## config.mk

```make
export PLATFORM = sky130hd
export DESIGN_NAME = alu_resp_unit
export DESIGN_NICKNAME = d
export VERILOG_FILES = /design/src/rtl/alu_resp_unit.sv
export SDC_FILE = /design/constraint.sdc
export NUM_CORES = 1
export LEC_CHECK = 0
export CORE_UTILIZATION = 35
export CTS_BUF_LIST = sky130_fd_sc_hd__clkbuf_4 sky130_fd_sc_hd__clkbuf_8
export CTS_CLUSTER_DIAMETER = 200
export CTS_CLUSTER_SIZE = 20
export DETAILED_ROUTE_END_ITERATION = 7
export GPL_ROUTABILITY_DRIVEN = 0
export GPL_TIMING_DRIVEN = 0
export PLACE_DENSITY = 0.53
export SYNTH_ARGS = -nofsm -noshare
export SYNTH_HDL_FRONTEND = slang
export SYNTH_SLANG_ARGS = --single-unit
```

## constraint.sdc

```tcl
create_clock -name clk -period 5.5 [get_ports clk]
set_input_delay 1.1 -clock clk [delete_from_list [all_inputs] [get_ports clk]]
set_output_delay 1.1 -clock clk [all_outputs]
set_load 0.03 [all_outputs]
```

## src/rtl/alu_resp_unit.sv

```systemverilog
`default_nettype none
// +--------------------------------------------------------------------------+
// | Module   : alu_resp_unit                                                 |
// | Purpose  : 32-bit ALU with a valid/ready request side and a valid/ready  |
// |            result side. Non-shift ops complete in one cycle. Shifts run  |
// |            iteratively at one bit per cycle, unless the build macro      |
// |            ALU_RESP_FAST_SHIFT_EN is defined. That macro selects a       |
// |            single-cycle barrel shifter.                                  |
// | Ports    : clk, rst_n (async, active-low)                                |
// |            req_valid/req_ready, in1, in2, alu_sel  - request side        |
// |            res_valid/res_ready, alu_out, res_err   - result side         |
// |            busy                                    - state is not IDLE   |
// | Revision : 1.0 - initial release                                         |
// +--------------------------------------------------------------------------+
module alu_resp_unit (
  input  logic        clk,
  input  logic        rst_n,
  input  logic        req_valid,
  output logic        req_ready,
  input  logic [31:0] in1,
  input  logic [31:0] in2,
  input  logic [3:0]  alu_sel,
  output logic        res_valid,
  input  logic        res_ready,
  output logic [31:0] alu_out,
  output logic        res_err,
  output logic        busy
);

  localparam logic [3:0] OP_ADD = 4'b0000;
  localparam logic [3:0] OP_SUB = 4'b0001;
  localparam logic [3:0] OP_SLL = 4'b0010;
  localparam logic [3:0] OP_SLT = 4'b0011;
  localparam logic [3:0] OP_XOR = 4'b0101;
  localparam logic [3:0] OP_SRL = 4'b0110;
  localparam logic [3:0] OP_SRA = 4'b0111;
  localparam logic [3:0] OP_OR  = 4'b1000;
  localparam logic [3:0] OP_AND = 4'b1001;

  typedef enum logic [1:0] {
    IDLE  = 2'd0,
    SHIFT = 2'd1,
    DONE  = 2'd2
  } state_t;

  state_t      state_q, state_d;
  logic [31:0] data_q,  data_d;   // working shift register
  logic [4:0]  cnt_q,   cnt_d;    // remaining shift steps
  logic [3:0]  op_q,    op_d;     // captured opcode
  logic [31:0] res_q,   res_d;    // held result
  logic        err_q,   err_d;

  // Single-cycle result computed from the live request inputs.
  logic [31:0] w_alu_res;
  logic        w_legal;
  logic        w_is_shift;

  always_comb begin
    w_alu_res  = 32'h0;
    w_legal    = 1'b1;
    w_is_shift = 1'b0;
    case (alu_sel)
      OP_ADD: w_alu_res = in1 + in2;
      OP_SUB: w_alu_res = in1 - in2;
      OP_SLT: w_alu_res = ($signed(in1) < $signed(in2)) ? 32'h1 : 32'h0;
      OP_XOR: w_alu_res = in1 ^ in2;
      OP_OR:  w_alu_res = in1 | in2;
      OP_AND: w_alu_res = in1 & in2;
`ifdef ALU_RESP_FAST_SHIFT_EN
      OP_SLL: w_alu_res = in1 << in2[4:0];
      OP_SRL: w_alu_res = in1 >> in2[4:0];
      OP_SRA: w_alu_res = $signed(in1) >>> in2[4:0];
`else
      // Iterative build: this value is only used when the shift amount is
      // zero, in which case the result is the operand itself.
      OP_SLL, OP_SRL, OP_SRA: begin
        w_alu_res  = in1;
        w_is_shift = 1'b1;
      end
`endif
      default: w_legal = 1'b0;
    endcase
  end

  // One-bit shift step of the working register.
  logic [31:0] w_step;

  always_comb begin
    w_step = data_q;
    case (op_q)
      OP_SLL:  w_step = {data_q[30:0], 1'b0};
      OP_SRL:  w_step = {1'b0, data_q[31:1]};
      default: w_step = {data_q[31], data_q[31:1]};   // SRA: sign fill
    endcase
  end

  always_comb begin
    state_d = state_q;
    data_d  = data_q;
    cnt_d   = cnt_q;
    op_d    = op_q;
    res_d   = res_q;
    err_d   = err_q;
    case (state_q)
      IDLE: begin
        if (req_valid) begin
          op_d = alu_sel;
          if (w_is_shift && (in2[4:0] != 5'd0)) begin
            state_d = SHIFT;
            data_d  = in1;
            cnt_d   = in2[4:0];
          end else begin
            state_d = DONE;
            res_d   = w_alu_res;
            err_d   = ~w_legal;
          end
        end
      end
      SHIFT: begin
        // The final step and the move to DONE share a cycle, so a shift of
        // N bits spends N cycles here and reports after N+1 cycles.
        data_d = w_step;
        cnt_d  = cnt_q - 5'd1;
        if (cnt_q == 5'd1) begin
          state_d = DONE;
          res_d   = w_step;
          err_d   = 1'b0;
        end
      end
      DONE: begin
        if (res_ready) state_d = IDLE;
      end
      default: state_d = IDLE;
    endcase
  end

  always_ff @(posedge clk or negedge rst_n) begin
    if (!rst_n) begin
      state_q <= IDLE;
      data_q  <= 32'h0;
      cnt_q   <= 5'd0;
      op_q    <= 4'h0;
      res_q   <= 32'h0;
      err_q   <= 1'b0;
    end else begin
      state_q <= state_d;
      data_q  <= data_d;
      cnt_q   <= cnt_d;
      op_q    <= op_d;
      res_q   <= res_d;
      err_q   <= err_d;
    end
  end

  // The unit accepts requests only in IDLE. After a handshake in DONE, the
  // unit returns to IDLE first, so req_ready rises one cycle later.
  assign req_ready = (state_q == IDLE);
  assign res_valid = (state_q == DONE);
  assign busy      = (state_q != IDLE);
  assign alu_out   = res_q;
  assign res_err   = err_q;

endmodule
`default_nettype wire

```

==> summary.md <==
The post-synthesis instance total is 1,272. The run finished with clean final reports. Counting distinct cell types in the post-synthesis netlist gives 73. The tools report the clock latency of the later-clocked register in the worst-skew pair as 400 ps. The clock drives 76 sinks. The relative contribution of the clock network to total power was 13.4%; the core region area was 0.0253 sq mm. Traced cell by cell, the critical path runs through clkdlybuf4s50_1, nor2b_1, nor3b_1, clkbuf_1, buf_1, a22oi_1, o211ai_1, o311ai_0, nand2_1.

The run gives 6 as the first-pass iteration count of the detailed router. Power per cell area: 325 mW/mm^2. The total wirelength of the detailed-routed design was 41,100 um; the number of antenna violations at the first check in global routing was 0. In this run the number of H-tree levels came out at 3. Across all layers, the routed design uses 10,509 vias. VDD sags by at most 0.224 mV. Entering global routing, the biggest net connects 42 pins.

The most common cell in the synthesized netlist is nand2_1. In this run the tightest slew margin relative to its limit is 10.2%. The worst path uses 96.2% of the clock period. The worst-margin pin slew is 1340 ps. Once layout is done, the placed cells without fillers occupy 0.0108 sq mm.

The worst hold margin is 474 ps, and the number of flops mapped to enable cells by yosys is 0. The number of max-slew violations in the final report was 0; the largest stage delay on the critical path was 1110 ps. TritonCTS built the clock tree. A synthesized cell averages 7.15 sq um.

The full die area came out at 0.0266 sq mm. The number of antenna-violating nets in the routed design was 0. During I/O placement, the number of pins put on the boundary was 108.

Detailed placement ended at an HPWL of 30,900 um. The worst-path cell with the longest stage delay was nor3b_1. Portion of synthesized cell area occupied by the leading cell type: 20.9%.

The tool flagged a number of max-cap violations equal to 0. In the routed layout, each cell is associated on average with a via count of 6.08. Register clock-pin slew on the reported worst setup and hold paths: 80 ps.

The area growth from synthesis to layout is 19.3%. The number of nets in the finished design came out at 1,573. On the final layout, the worst clock skew is 10.8 ps. Synthesis produced a netlist with a net count of 1,451. The top fanout value on the critical path was 10; the die boundary height was 163 um.

STA classifies the critical path startpoint as a primary input. STA classifies the critical path endpoint as a flip-flop. By area the synthesized netlist is led by dfrtp_1 (21%), ha_1 (14%), a21oi_1 (7.6%), o21ai_0 (6.7%), nand2_1 (6.4%).

The run gives 0 as the number of hold violations in the final report. Setup violations remaining at the end of the flow were counted as 0. The starting density of the core is 35.9%. The cell family contributing the most delay on the critical path is buffers and inverters.

For this run the aggregate overflow at the end of global routing stands at 0. The run gives 0 as the post-CTS setup repair buffer count. The layout cell share with drive strength beyond 1 came out at 3.36%.

In the routed design, unresolved DRC markers number 0. Dividing the detail-routed wire length by the instance count gives 23.8 um. In this run, synthesis produced a sequential element count of 76. In this run, CTS created clock tree buffers numbering 9. The run gives 2 as the number of buffers on the longest clock path.

Timing would allow up to 189 MHz. For this run, the total global-route usage over all layers was measured as 30.7%. The number of gates resized after CTS was 0. The total buffers and inverters traversed by the critical path is 3, and the data arrival time of the critical path is 5610 ps.

The via count of the first global-routing pass was 9,726; the floorplan die width was 163 um. The worst endpoint required time is 5820 ps. The first global-routing pass estimated 60,600 um of wire.

The share of power burned in combinational logic is 58.0%. The initialized floorplan defines 58 standard-cell rows. The leakage dissipation came out at 4.56 nW.

Summing the sequential cell areas from Yosys gives 20.9% of the chip area. The analysis attributes to net switching a power of 0.00177 W. In this run the cell area measured after placement is 0.0106 sq mm. The tree is rooted in a clkbuf_8. Number of port buffers: 107. The internal power of the cells totals 0.00176 W. The category of the critical setup timing path is primary input to flip-flop.

The clock period minus worst slack was 5290 ps. Sequential cells burn 28.5% of the power. The class of the worst hold path is flip-flop to flip-flop. Hold repair after CTS inserted 0 buffers. By count the netlist is led by nand2_1 (156), a21oi_1 (139), o21ai_0 (121). The post-synthesis cell type with the largest combined area was dfrtp_1. The total standard cell area after synthesis was 0.00910 sq mm; the fraction of power spent switching nets was 50.1%.

Setup repair after global routing left no endpoint under its margin. 0 antenna diodes ended up in the layout. The number of warning messages in the yosys log was 0. After the first detailed-routing iteration, the DRC count stood at 1,225. Top flip-flop cell by instance count after synthesis: dfrtp_1.

The share of synthesized flip-flops with an asynchronous set or reset came out at 100%.
layer usage:
metal	track usage (%)	part of all wire (%)
met2	47.1	44
met1	41.8	43
met4	11.3	3.2
met3	7.06	10
met5	0	0
flip-flops by register name, indices dropped and copies added, names as in the netlist:
name     count
alu_out     32
data_q      32
cnt_q        5
op_q         4
state_q      2
res_err      1
power by group through the flow:
stage	Sequential (W)	Combinational, W	Clock (W)
6_report	0.00101	0.00205	0.000474
5_1_grt	0.00104	0.00220	0.000500
4_1_cts	0.00100	0.00201	0.000475
3_5_place_dp	0.00101	0.00200	0
3_3_place_gp	0.00101	0.00198	0
2_1_floorplan	0.00116	0.00101	0
layout by cell type, fill, tap and decap left out, types with 11 or more instances in the layout:
master	instances
a211oi_1	16
a21oi_1	139
o31ai_1	12
a31oi_1	14
a22oi_1	23
and3_1	11
and2_1	12
dfrtp_1	76
a2111oi_0	11
o21bai_1	19
inv_1	102
a21o_1	11
o21ai_0	121
nand2_1	156
ha_1	105
or3_1	12
nor3_1	24
nor4_1	13
nor2_1	94
o211ai_1	16
a221oi_1	12
clkbuf_1	73
clkdlybuf4s50_1	106
clkbuf_8	11
nand3_1	34
area by class of cell:
class	count	area (sq um)
clock inverters	4	47.5
multi-input cells	1011	6500
plain buffers	82	315
clock buffers	12	159
well taps	330	413
inverters	103	387
fillers	2701	14500
flip-flops and latches	76	1900
repair buffers	111	1120
worst reg2reg max path, cell delays in order (launching register included):
cell,delay (ps)
dfrtp_1,470
nand2b_1,180
clkbuf_1,280
a31oi_1,400
or3_1,360
clkbuf_1,580
clkbuf_1,800
o32ai_1,210
final timing paths:
check | start | endpoint | slack, ps | depth (start not counted)
max | alu_sel[0] | alu_out[14] | 210 | 9
min | alu_out[14] | alu_out[14] | 470 | 2
max reg2reg | state_q[1] | alu_out[0] | 2090 | 7
min reg2reg | alu_out[14] | alu_out[14] | 470 | 2
max in group asynchronous | rst_n | data_q[13] | 4220 | 2
min in group asynchronous | rst_n | alu_out[28] | 670 | 1
cells by family (layout without fill, tap and decap cells):
family / count (synthesis) / in the layout / share of synthesized area [%]
xor+xnor: 10 / 10 / 0.963
flops: 76 / 76 / 20.9
fa+ha+maj: 107 / 107 / 14.9
simple gates: 407 / 407 / 20.6
compound gates: 476 / 476 / 33.6
mux: 11 / 11 / 1.32
buf+inv: 185 / 312 / 7.72
stage by stage:
stage	setup slack [ps]	setup TNS, ps	utilization, %	total power (W)	std cells
finish	210	0	42.8	0.00353	1729
global placement	-299	-972	41.8	0.00300	1709
detailed placement	162	0	42.0	0.00302	1713
CTS	547	0	42.8	0.00349	1729
global route	196	0	42.8	0.00373	1729
floorplan	1550	0	-	0.00217	1272
Note: power is estimated with default switching activity, not from simulation.
